$ cat config.mk
export PLATFORM = sky130hd
export DESIGN_NAME = count_word_packer
export DESIGN_NICKNAME = d
export VERILOG_FILES = /design/src/rtl/count_word_packer.sv
export SDC_FILE = /design/constraint.sdc
export NUM_CORES = 1
export LEC_CHECK = 0
export ABC_CLOCK_PERIOD_IN_PS = 4900
export CAP_MARGIN = 40
export CORE_MARGIN = 2
export CORE_UTILIZATION = 38
export DETAILED_ROUTE_END_ITERATION = 7
export PLACE_DENSITY = 0.67
export SETUP_SLACK_MARGIN = 0.4
export SLEW_MARGIN = 5
export SYNTH_ARGS = -nofsm -noshare
export SYNTH_HDL_FRONTEND = slang
export SYNTH_SLANG_ARGS = --single-unit
$ cat constraint.sdc
create_clock -name clk_12mhz -period 4.9 [get_ports clk_12mhz]
set_input_delay 0.49 -clock clk_12mhz [delete_from_list [all_inputs] [get_ports clk_12mhz]]
set_output_delay 0.49 -clock clk_12mhz [all_outputs]
set_load 0.03 [all_outputs]
$ cat src/rtl/count_word_packer.sv
`timescale 1ns/1ps
// count_word_packer
// Captures counter results on edge strobes, forms measurement words and
// writes them into the measurement FIFO through a small holding queue.
//
// Ports:
//   clk_12mhz     system clock
//   rst_n         asynchronous active-low reset
//   count_mode    0 = ADC mode (both phases), 1 = AVK differential mode
//   rising_edge   one-clk strobe, count_p is final
//   falling_edge  one-clk strobe, count_m is final
//   count_p       positive-phase count
//   count_m       negative-phase count
//   fifo_full     FIFO full flag
//   clr_overflow  one-clk clear of overflow and drop_cnt
//   fifo_wr_en    registered FIFO write strobe
//   count         registered FIFO write data, holds last written word
//   pending       holding queue occupancy
//   drop_cnt      saturating count of words lost to a full queue
//   overflow      sticky drop flag
//   wr_state      write FSM state (0 = IDLE, 1 = GAP), debug visibility
//
// FIFO write handshake: a word is transferred on every cycle in which
// fifo_wr_en is high; the FIFO has no ready beyond fifo_full, which is
// sampled in IDLE only, and the GAP cycle after each write lets the FIFO
// flags settle before the next decision.
module count_word_packer #(
    parameter int CNT_W  = 23,
    parameter int QDEPTH = 2,
    parameter int DROP_W = 8
) (
    input  logic                      clk_12mhz,
    input  logic                      rst_n,
    input  logic                      count_mode,
    input  logic                      rising_edge,
    input  logic                      falling_edge,
    input  logic [CNT_W-1:0]          count_p,
    input  logic [CNT_W-1:0]          count_m,
    input  logic                      fifo_full,
    input  logic                      clr_overflow,
    output logic                      fifo_wr_en,
    output logic [CNT_W:0]            count,
    output logic [$clog2(QDEPTH):0]   pending,
    output logic [DROP_W-1:0]         drop_cnt,
    output logic                      overflow,
    output logic                      wr_state
);

    localparam int AW = $clog2(QDEPTH);
    localparam int WW = CNT_W + 1;

    typedef enum logic {
        IDLE = 1'b0,
        GAP  = 1'b1
    } wr_state_t;

    wr_state_t state_q, state_d;

    logic [WW-1:0] mem [QDEPTH];
    logic [AW-1:0] rd_ptr, wr_ptr;

    logic [WW-1:0] word_rise, word_fall, word_diff;
    logic [WW-1:0] word0, word1;
    logic [1:0]    n_req, n_acc, n_drop;
    logic [AW:0]   free_slots;
    logic          pop;
    logic          wr_en_d;

    logic [DROP_W-1:0] drop_base, drop_next;
    logic [DROP_W:0]   drop_sum;

    assign word_rise = {1'b1, count_p};
    assign word_fall = {1'b0, count_m};
    // Wraps modulo 2^WW: a negative difference appears as two's complement.
    assign word_diff = {1'b0, count_p} - {1'b0, count_m};

    // Words requested this cycle, in enqueue order (rising word first).
    always_comb begin
        word0 = '0;
        word1 = '0;
        n_req = 2'd0;
        if (!count_mode) begin
            if (rising_edge && falling_edge) begin
                word0 = word_rise;
                word1 = word_fall;
                n_req = 2'd2;
            end else if (rising_edge) begin
                word0 = word_rise;
                n_req = 2'd1;
            end else if (falling_edge) begin
                word0 = word_fall;
                n_req = 2'd1;
            end
        end else if (falling_edge) begin
            word0 = word_diff;
            n_req = 2'd1;
        end
    end

    // Write FSM: next state and registered-output decisions.
    always_comb begin
        state_d = state_q;
        pop     = 1'b0;
        wr_en_d = 1'b0;
        case (state_q)
            IDLE: begin
                if ((pending != '0) && !fifo_full) begin
                    pop     = 1'b1;
                    wr_en_d = 1'b1;
                    state_d = GAP;
                end
            end
            GAP: begin
                state_d = IDLE;
            end
            default: state_d = IDLE;
        endcase
    end

    // A pop in this cycle frees its slot before the pushes are admitted.
    assign free_slots = (AW+1)'(QDEPTH) - pending + (AW+1)'(pop);
    assign n_acc      = ((AW+1)'(n_req) <= free_slots) ? n_req : free_slots[1:0];
    assign n_drop     = n_req - n_acc;

    // A clear and a drop in the same cycle: the clear applies first, then
    // this cycle's drops are counted on top of zero.
    assign drop_base = clr_overflow ? '0 : drop_cnt;
    assign drop_sum  = {1'b0, drop_base} + (DROP_W+1)'(n_drop);
    assign drop_next = drop_sum[DROP_W] ? '1 : drop_sum[DROP_W-1:0];

    always_ff @(posedge clk_12mhz or negedge rst_n) begin
        if (!rst_n) begin
            state_q    <= IDLE;
            fifo_wr_en <= 1'b0;
            count      <= '0;
            rd_ptr     <= '0;
            wr_ptr     <= '0;
            pending    <= '0;
            drop_cnt   <= '0;
            overflow   <= 1'b0;
        end else begin
            state_q    <= state_d;
            fifo_wr_en <= wr_en_d;
            if (pop) begin
                count <= mem[rd_ptr];
            end
            rd_ptr   <= rd_ptr + AW'(pop);
            wr_ptr   <= wr_ptr + AW'(n_acc);
            pending  <= pending + (AW+1)'(n_acc) - (AW+1)'(pop);
            drop_cnt <= drop_next;
            if (n_drop != 2'd0) begin
                overflow <= 1'b1;
            end else if (clr_overflow) begin
                overflow <= 1'b0;
            end
        end
    end

    // Queue storage needs no reset: occupancy and pointers define validity.
    always_ff @(posedge clk_12mhz) begin
        if (n_acc != 2'd0) begin
            mem[wr_ptr] <= word0;
        end
        if (n_acc == 2'd2) begin
            mem[wr_ptr + AW'(1)] <= word1;
        end
    end

    assign wr_state = state_q;

endmodule

# Word level (Yosys, flattened, before mapping)
# Memory sizes are Yosys's and may differ from the RTL's. A register that Yosys moved wholly into a read port is not among the register bits.
# Index checks and enable logic that the tools add are counted.
# totals
register_bits	15
latchBits	0
ramBits	48
romBits	0
out_inout_bits	37
word_cells	52
memories	1
# op_classes
addsub	10
mul	0
n_div	0
order_cmp	1
n_eq_ne	1
shifts	0
n_mux	23
bitwise	1
n_reduce_logical	8
# mem_list
memory	depth	word_bits	read_ports	rd_ports_with_merged_regs	write_ports	line_no	source
mem	2	24	1	1	2	59	logic [WW-1:0] mem [QDEPTH];
# op_table
operator	n
$mux W24	5
$mux W23	2
$sub A23 B23 Y24	1
$mux W8	2
$mux W1	10
$add A8 B2 Y9	1
$reduce_bool A2 Y1	4
$mux W2	3
$add A1 B1 Y1	2
$add A2 B1 Y2	1
$add A2 B2 Y2	1
$eq A2 B2 Y1 const B	1
$le A2 B2 Y1	1
$logic_and A1 B1 Y1	2
$logic_not A1 Y1	2
$pmux W1 S2	1
$sub A2 B1 Y2	1
$sub A2 B2 Y2	1
$sub A2 B2 Y2 const A	1
$add A1 B1 Y1 const B	1
$not A1 Y1	1

# Depth between registers and ports, before layout
# Gate-level depths: netlist of run 1.
# depth
depth_word	10
depth_mapped	21

# Least setup slack after synthesis of run 1
# Ideal clock, no wire load.
# synth_path
path_type	register to register
startpoint	reg pending[1]
endpoint	mem mem[0][0] (netlist name) (enable)
setup_ns	0.437
arrival_ns	4.688
setup_slack_ns	-0.226
stages_incl_launch_ff	15
n_path_buf	1
cell_sequence	dfrtp_1 > nor2_1 > nor3_1 > clkbuf_1 > inv_1 > ha_1 > xnor2_1 > inv_2 > ha_1 > nor2b_1 > o21a_4 > nor2_1 > a21oi_1 > inv_1 > o21ai_0
# synth_lines
item	line_no	source
start: declaration	43	output logic [$clog2(QDEPTH):0] pending,
start signal: assignment	149	pending <= pending + (AW+1)'(n_acc) - (AW+1)'(pop);
end: declaration	59	

# Worst setup path in the final report of run 1
# layout_path
startpoint	in fifo_full
endpoint	reg drop_cnt[7]
# layout_between
elab_chain_len	10
# layout_lines
item	line_no	source
start: declaration	39	input logic fifo_full,
$logic_not A1 Y1 *	107	if ((pending != '0) && !fifo_full) begin
$logic_and A1 B1 Y1 *	107	
$mux W1 *	107	
$mux W1 *	105	case (state_q)
$add A2 B1 Y2 *	121	assign free_slots = (AW+1)'(QDEPTH) - pending + (AW+1)'(pop);
$le A2 B2 Y1	122	assign n_acc = ((AW+1)'(n_req) <= free_slots) ? n_req : free_slots[1:0];
$mux W2 *	122	
$sub A2 B2 Y2 *	123	assign n_drop = n_req - n_acc;
$add A8 B2 Y9 *	128	assign drop_sum = {1'b0, drop_base} + (DROP_W+1)'(n_drop);
$mux W8 *	129	assign drop_next = drop_sum[DROP_W] ? '1 : drop_sum[DROP_W-1:0];
net drop_next[7]	69	logic [DROP_W-1:0] drop_base, drop_next;
end signal: assignment	150	drop_cnt <= drop_next;
end: declaration	44	output logic [DROP_W-1:0] drop_cnt,
# The timed path passes the listed nets; every way through them passes the cells marked *.
# A chain may end at the register's enable or synchronous reset.

==> reports/summary.md, run 1 <==
For the number of buffers added to fix hold violations after cts, the log shows 0. The total power came out at 0.004292 W. By instance count, the cell type seen most on the critical path is ha_1. During synthesis, Yosys emitted a total of 0 warnings.

The run gives 90 as the number of I/O pins. Before CTS, the worst setup slack after placement is 0.07750 ns. For the via count of the first global-routing pass, the log shows 4469.

The logs give 18.01% for the total routing usage reported by global routing and 38.70% for the initial core utilization. The tools report the remaining antenna violation count as 0. The signal on the critical path passes through clkdlybuf4s50_1, nor3_4, inv_1, ha_1, xnor2_2, inv_2, ha_1, nor2b_2, o21a_4, nor2_1, a21oi_1, ha_1, xor2_2, inv_1, ha_1, a21oi_1, or4b_2, mux2i_1, nor2_1. The synthesized design spends more area on one cell type than any other, namely edfxtp_1. The synthesized design contains 46 enable-type register cells. Synthesis instantiated 65 different standard cells from the library. When the netlist entered floorplanning its net count stood at 667.

The actual transition at the worst max-transition pin was 0.6708 ns; the average cell area after synthesis was 9.623 um^2. The tightest min-delay check is of the in -> async type. The worst-path cell with the longest stage delay was or4b_2.

Counting flops and latches in the post-synthesis netlist gives 86. The worst setup path is captured at a flip-flop. After clock tree synthesis, the clock-pin slew on the worst setup and hold paths is 0.06 ns.

Once detailed placement completed, the half-perimeter wirelength came to 11.16 mm. The endpoint identified for the worst register-to-register timing path is drop_cnt[7]. Critical path class: in -> reg. The largest single stage delay on the critical path is 0.65 ns. In the synthesized netlist the async set-or-reset flop fraction comes to 44.19%. TritonCTS built the clock tree. CTS placed an instance of clkbuf_16 at the clock tree root.

The number of standard cells after synthesis came out at 580. In the final timing run, aggregate negative setup slack is 0 ns. 0 antenna diodes ended up in the layout. For this run, design rule violations remaining after detail routing come to 0. Measured in cells, the most critical reg-to-reg path has a length of 19.

Global-route wire length before repair: 22.99 mm. The flow ran to the end, and the final reports show no timing, DRC or antenna violations. After the first detailed-routing iteration, the DRC count stood at 304.

Of the cells placed in the final design, the portion with a size suffix greater than 1 is 7.207%. The final layout contains 748 nets. For the worst setup path, the data required time is 5.11 ns.

Setup slack on the critical path of the routed design comes to 0.6725 ns. After detailed routing, the average wire length per cell comes to 16.98 um. For this run, the detailed router's first-pass iteration total came to 5. The run gives 0 as the remaining global-route overflow.

Data arrives at the worst endpoint at 4.44 ns. The die is 125.2 um tall. The CTS sink count came out at 86.

Buffers inserted during clock tree synthesis total 9. By area the synthesized netlist is led by edfxtp_1 25%, dfrtp_1 17%, ha_1 7.2%. The count of final setup violators is 0, and the overall routed net length is 14.43 mm. The number of max-slew violations in the final report was 0; the post-layout minimum cycle time was 4.227 ns. Measured along the x axis, the die boundary spans 125.2 um. For the worst supply voltage drop on vdd, the log shows 0.0003281 V. Startpoint of the worst-slack reg-to-reg timing path: pending[1]. The number of antenna violations at the first check in global routing is 0.

Setup repair after global routing left no endpoint under its margin. Max-cap violations in this run came to 0. The longest clock path from root to sink contains 2 buffers. After detailed routing, the number of vias per cell comes to 5.494.

Entering global routing, the biggest net connects 52 pins. After floorplanning, the core was sized to cover 0.01442 mm^2. The H-tree was split into 3 levels. The largest fanout on the critical path is 7, and the number of placement rows is 44. Share of the synthesized area in the top cell type: 24.75%. The area overhead of the layout relative to synthesis was 25.31%; the clock latency of the later-clocked register in the worst-skew pair was 0.34 ns. Of the synthesized area, sequential elements account for 42.50%. The buffers inserted during post-CTS setup optimization is 0, and the ratio of final minimum period to clock period is 86.28%. For this design the ratio of total power to cell area is 613.7 mW/mm^2.

For the relative slew slack, the log shows 55.17%. The tools report the area of the die as 0.01567 mm^2. For the flop-to-flop setup slack, the log shows 0.77 ns.

For this block, the via count after detailed routing is 4670. In the synthesized netlist the dominant register cell turns out to be edfxtp_1. Number of hold-slack violations in the final timing report: 0. For the summed instance area of the synthesized netlist, the log shows 0.005582 mm^2. The congestion estimate from routability-driven global placement came to 0.9122.

Static timing analysis puts the maximum clock frequency at 236.5 MHz. Port buffering added 89 buffers. STA classifies the critical path startpoint as a primary input. The final setup skew is 0.004681 ns. In this run the static leakage power is 2.881 nW.
==> state kept, by name, summed over array words and instances (netlist names) <==
register / count
count: 24
drop_cnt: 8
fifo_wr_en: 1
mem: 48
overflow: 1
pending: 2
rd_ptr: 1
wr_ptr: 1
==> kinds of logic (layout without fill, tap and decap cells) <==
family / Yosys count / in the layout / share of synthesized area [%]
and+or+nand+nor: 145 / 145 / 12.02
muxes: 28 / 28 / 5.021
buffers and inverters: 70 / 156 / 5.044
adders and majority gates: 34 / 34 / 7.891
DFF: 86 / 86 / 42.50
AOI/OAI and AO/OA: 191 / 191 / 23.45
xor gates and xnor gates: 26 / 26 / 4.080
==> final cells by class <==
cell class,count,area [um^2]
Timing Repair Buffer,99,973.4
Clock buffer,9,225.2
Sequential cell,86,2372
Inverter,41,153.9
Tap cell,184,230.2
Clock inverter,7,78.83
Multi-Input combinational cell,424,2960
Fill cell,1333,7430
==> metal layers <==
metal	vias to the layer above	share of wire (%)	GRT usage [%]	routed length, um
li1	2281	-	-	-
met1	2227	46	24.87	6681
met2	148	48	29.32	6861
met3	14	4.6	1.926	657
met4	0	1.6	6.863	233
met5	-	0	0	0
==> through the flow <==
stage / hold slack (ns) / instances / area, um^2 / util [%]
floorplan: 0.1944 / 580 / 5588 / -
global placement: 0.4636 / 832 / 6645 / 46.07
detailed placement: 0.4745 / 834 / 6673 / 46.26
CTS: 0.1075 / 850 / 6977 / 48.37
global route: 0.1294 / 850 / 6994 / 48.49
finish: 0.1127 / 850 / 6994 / 48.49
==> cells in the mapped netlist, drive strengths merged, types with 2 or more instances <==
| cell type | n |
|---|---|
| a221oi | 2 |
| o31ai | 5 |
| nand3 | 6 |
| buf | 7 |
| a31oi | 7 |
| o21ai | 57 |
| nor3 | 5 |
| o21a | 2 |
| a22o | 21 |
| nand4 | 5 |
| and3 | 3 |
| a211oi | 2 |
| nand2b | 8 |
| o211ai | 2 |
| a221o | 2 |
| o2111ai | 3 |
| inv | 41 |
| edfxtp | 46 |
| a22oi | 16 |
| and4 | 2 |
| clkbuf | 22 |
| nor4 | 2 |
| a21boi | 3 |
| a21oi | 44 |
| nor2b | 6 |
| a21o | 9 |
| dfxtp | 2 |
| nand2 | 46 |
| o21bai | 2 |
| fa | 2 |
| a32oi | 8 |
| ha | 32 |
| dfrtp | 38 |
| xnor2 | 14 |
| nor2 | 56 |
| xor2 | 12 |
| mux2i | 28 |
==> worst max-delay path, delay by kind of cell <==
kind	cells	cell delay [ns]
AO/OA/AOI/OAI	3	0.48
adder cells (fa/ha/maj)	4	1.03
AND/OR/NAND/NOR	5	1.16
multiplexers	1	0.16
XOR/XNOR	2	0.44
buffers and inverters	4	0.66
==> cell usage in the layout (no fill, tap or decap), types with 13 or more instances in the layout <==
| cell type | synthesis | routed |
|---|---|---|
| nor2_1 | 55 | 55 |
| clkdlybuf4s50_1 | 0 | 88 |
| a22oi_1 | 16 | 16 |
| edfxtp_1 | 46 | 46 |
| nand2_1 | 46 | 46 |
| o21ai_0 | 41 | 40 |
| o21ai_1 | 16 | 16 |
| a22o_1 | 21 | 21 |
| inv_1 | 39 | 39 |
| a21oi_1 | 42 | 42 |
| dfrtp_1 | 38 | 38 |
| mux2i_1 | 28 | 28 |
| xnor2_1 | 14 | 13 |
| ha_1 | 32 | 32 |
==> what timing repair did <==
item | in CTS | in global routing
resized for setup | 0 | 3
hold endpoints to repair | 0 | 0
setup endpoints to repair | 0 | 7
==> where the power goes <==
group,leakage [nW],total (W),internal [W],switching [W]
clock network,0.151,0.000691,0.000402,0.000288
logic,1.80,0.00219,0.000842,0.00135
registers,0.930,0.00141,0.00126,0.000149
total,2.88,0.00429,0.00251,0.00179
==> how the worst max path moves through the flow <==
| stage | start | endpoint | slack (ns) |
|---|---|---|---|
| CTS | fifo_full | drop_cnt[7] | 0.43 |
| floorplan | pending[1] | drop_cnt[7] | 0.47 |
| detailed placement | fifo_full | drop_cnt[7] | 0.08 |
| finish | fifo_full | drop_cnt[7] | 0.67 |
| global placement | fifo_full | drop_cnt[7] | 0.36 |
| global route | fifo_full | drop_cnt[5] | 0.43 |
Note: power is estimated with default switching activity, not from simulation.
==> run 2, diff against run 1 <==
- CAP_MARGIN: 40 -> 20
- CORE_ASPECT_RATIO: not set -> 0.6
- CORE_MARGIN: 2 -> not set
==> reports/summary.md, run 2 (same netlist as run 1, synthesis figures left out) <==
The flow ran to the end, and the final reports show no timing, DRC or antenna violations. Summed over all layers, the routed wires come to 15.69 mm. The finished cells cover 0.007009 mm^2. Registers are responsible for 32.3% of the overall power. The clock net in this run drives a total of 86 sinks.

The clock latency of the later-clocked register in the worst-skew pair was 0.34 ns. In the layout the commonest cells are 88 x clkdlybuf4s50_1, 55 x nor2_1, 46 x nand2_1, 46 x edfxtp_1, 42 x a21oi_1. The ratio of final minimum period to clock period came out at 87.28%.

The worst setup path is captured at a flip-flop. The worst min-delay path class was in -> async. The final setup skew was 0.007290 ns. After detailed routing, the number of remaining DRC violations is 0. The number of I/O pins is 90.

The number of design-rule violations left by the first detailed-router iteration came out at 565. Net switching is 41.76% of the power. Number of antenna violations at the first check in global routing: 0. The actual transition at the worst max-transition pin is 0.8252 ns.

Input and output buffers added on the ports amount to 89. The pre-antenna-repair detailed-routing pass consisted of 5 iterations. Measured along the x axis, the die boundary spans 158.5 um.

The wire-length estimate of the detail-placed layout is 12.23 mm. The first global-routing pass estimated 24.41 mm of wire. The power per unit of standard cell area works out to 627.5 mW/mm^2.

The die height was 95.88 um. The worst-path cell with the longest stage delay is or4b_2. Across the run, the number of max-cap violations was 0. Summing over every cut layer, the via total after detailed routing is 4766. After global routing the overflow that remains totals 0.

The number of max-slew violations in the final report is 0, and the total routing usage reported by global routing is 21.61%. The tools report the maximum clock frequency as 233.8 MHz. The maximum buffer depth of the clock tree is 2, and the fraction of layout instances using a drive strength above 1 is 6.897%. The flip-flop count of the largest register after layout came out at 48.

For the worst setup path, the data required time is 5.11 ns. In the final timing run, aggregate negative setup slack is 0 ns. Row generation in the floorplan step produced 33 rows. The largest single stage delay on the critical path is 0.65 ns.

The total CTS buffers was 9. Counting stages on the worst path, the most repeated cell is ha_1. The library cell used most frequently in the layout, excluding fill and tap cells, is clkdlybuf4s50_1. After clock tree synthesis, the clock-pin slew on the worst setup and hold paths is 0.06 ns. Walking the worst path, the cells encountered are clkdlybuf4s50_1, nor3_4, inv_1, ha_1, xnor2_2, inv_2, ha_1, nor2b_1, o21a_4, nor2_1, a21oi_1, ha_1, xor2_2, inv_1, ha_1, a21oi_1, or4b_2, mux2i_1, nor2_1. The number of nets at the end of the flow was 749.

In the routed layout, each cell is associated on average with a via count of 5.548. The initial utilization of the core area, before any placement, comes to 39.88%. The number of antenna cells inserted is 0, and the area overhead of the layout relative to synthesis is 25.58%. In the final layout, the registers with the most flip-flops are mem: 48 flops, count: 24 flops, drop_cnt: 8 flops. The remaining antenna violation count was 0. The number of buffers and inverters on the critical path is 4. The most flop-heavy register was mem. STA puts the critical path data arrival time at 4.49 ns.

The worst setup path is launched from a primary input. TritonCTS built the clock tree. The number of hold-slack violations in the final timing report was 0; the internal power was 0.002562 W. The cell at the root of the clock tree is clkbuf_16. Summed over all nets, the switching power comes to 0.001837 W. Combinational logic is responsible for 51.5% of the overall power. Via count of the first global-routing pass: 4345. The cell area after placement was 0.006663 mm^2. The worst setup path is of the in -> reg kind.

The count of final setup violators is 0. In this run the static leakage power is 2.875 nW. In the final routed layout, each cell accounts on average for 18.27 um. The logs give 3 for the maximum level of the CTS H-tree and 52 for the largest net degree at the start of global routing. Broken down by cell family, the worst path's largest delay share belongs to simple AND/OR/NAND/NOR gates. Clock share of power: 16.3%. The tools report the area of the die as 0.01519 mm^2. Post-layout minimum cycle time: 4.277 ns.

The area of the core region is 0.01400 mm^2, and the relative slew slack is 44.99%. The worst supply voltage drop on vdd came out at 0.0003366 V. Routability-driven placement finished with a final weighted congestion of 0.9176.

Setup repair after global routing left no endpoint under its margin. Of all nets on the critical path, the largest fanout is 7.
## run 2: cell count changes in the layout (fill, tap and decap cells not counted), sizes merged
cell      delta
buf          +1
bufinv       +1
clkbuf       +2
clkinv       -1
clkinvlp     +2
inv          -4
## run 2: worst paths after layout
kind	startpoint	end	slack [ns]	depth (start not counted)
worst max-delay path	fifo_full	drop_cnt[7]	0.62	19
worst min-delay path	rst_n	drop_cnt[1]	0.25	1
worst max register to register	pending[1]	drop_cnt[7]	0.73	19
worst min register to register	mem[0][23]	mem[0][23]	0.48	2
max in group asynchronous	rst_n	count[7]	4.13	1
min in group clk_12mhz	mem[0][23]	mem[0][23]	0.48	2
## run 2: final cells by class
class / count / area [um^2]
Fill cell: 1279 / 6988
Multi-Input combinational cell: 424 / 2958
Sequential cell: 86 / 2372
Timing Repair Buffer: 100 / 968.4
Tap cell: 192 / 240.2
Clock buffer: 11 / 232.7
Inverter: 41 / 153.9
Clock inverter: 5 / 83.83
## run 2: routing by layer
layer  GRT usage [%]  wire (um)
met1           35.14       8340
met2           29.28       6033
met3           2.566       1147
met4           5.529        172
met5               0          0
## run 2: power groups by stage
| stage | Clock, W | Combinational (W) | Sequential, W |
|---|---|---|---|
| 5_1_grt | 0.000760 | 0.00247 | 0.00146 |
| 3_3_place_gp | 0 | 0.00216 | 0.00141 |
| 3_5_place_dp | 0 | 0.00221 | 0.00143 |
| 6_report | 0.000716 | 0.00226 | 0.00142 |
| 4_1_cts | 0.000726 | 0.00223 | 0.00142 |
| 2_1_floorplan | 0 | 0.00123 | 0.00165 |
## run 2: repair_timing
action / 4_1_cts / 5_1_grt
gates resized for setup: 0 / 2
hold buffers: 0 / 0
buffers inserted: 0 / 1
setup endpoints to repair: 0 / 7
## run 2: metrics by stage
| step | utilization (%) | hold slack, ns | std cells | power, W | setup slack (ns) |
|---|---|---|---|---|---|
| after floorplan | - | 0.1944 | 580 | 0.002881 | 0.4718 |
| after global placement | 47.60 | 0.4642 | 841 | 0.003570 | 0.4133 |
| after detailed placement | 47.60 | 0.4713 | 841 | 0.003645 | 0.2669 |
| after CTS | 49.86 | 0.2838 | 857 | 0.004374 | 0.5743 |
| after global routing | 50.08 | 0.3300 | 859 | 0.004684 | 0.3825 |
| final | 50.08 | 0.2547 | 859 | 0.004399 | 0.6233 |
## run 2: worst register-to-register path: cells and delay by family, from the launching register on
| kind | cells | cell delay (ns) |
|---|---|---|
| xor+xnor | 2 | 0.44 |
| buf+inv | 3 | 0.22 |
| simple gates | 6 | 1.27 |
| flops | 1 | 0.45 |
| compound gates | 3 | 0.45 |
| mux | 1 | 0.19 |
| fa+ha+maj | 4 | 1.04 |
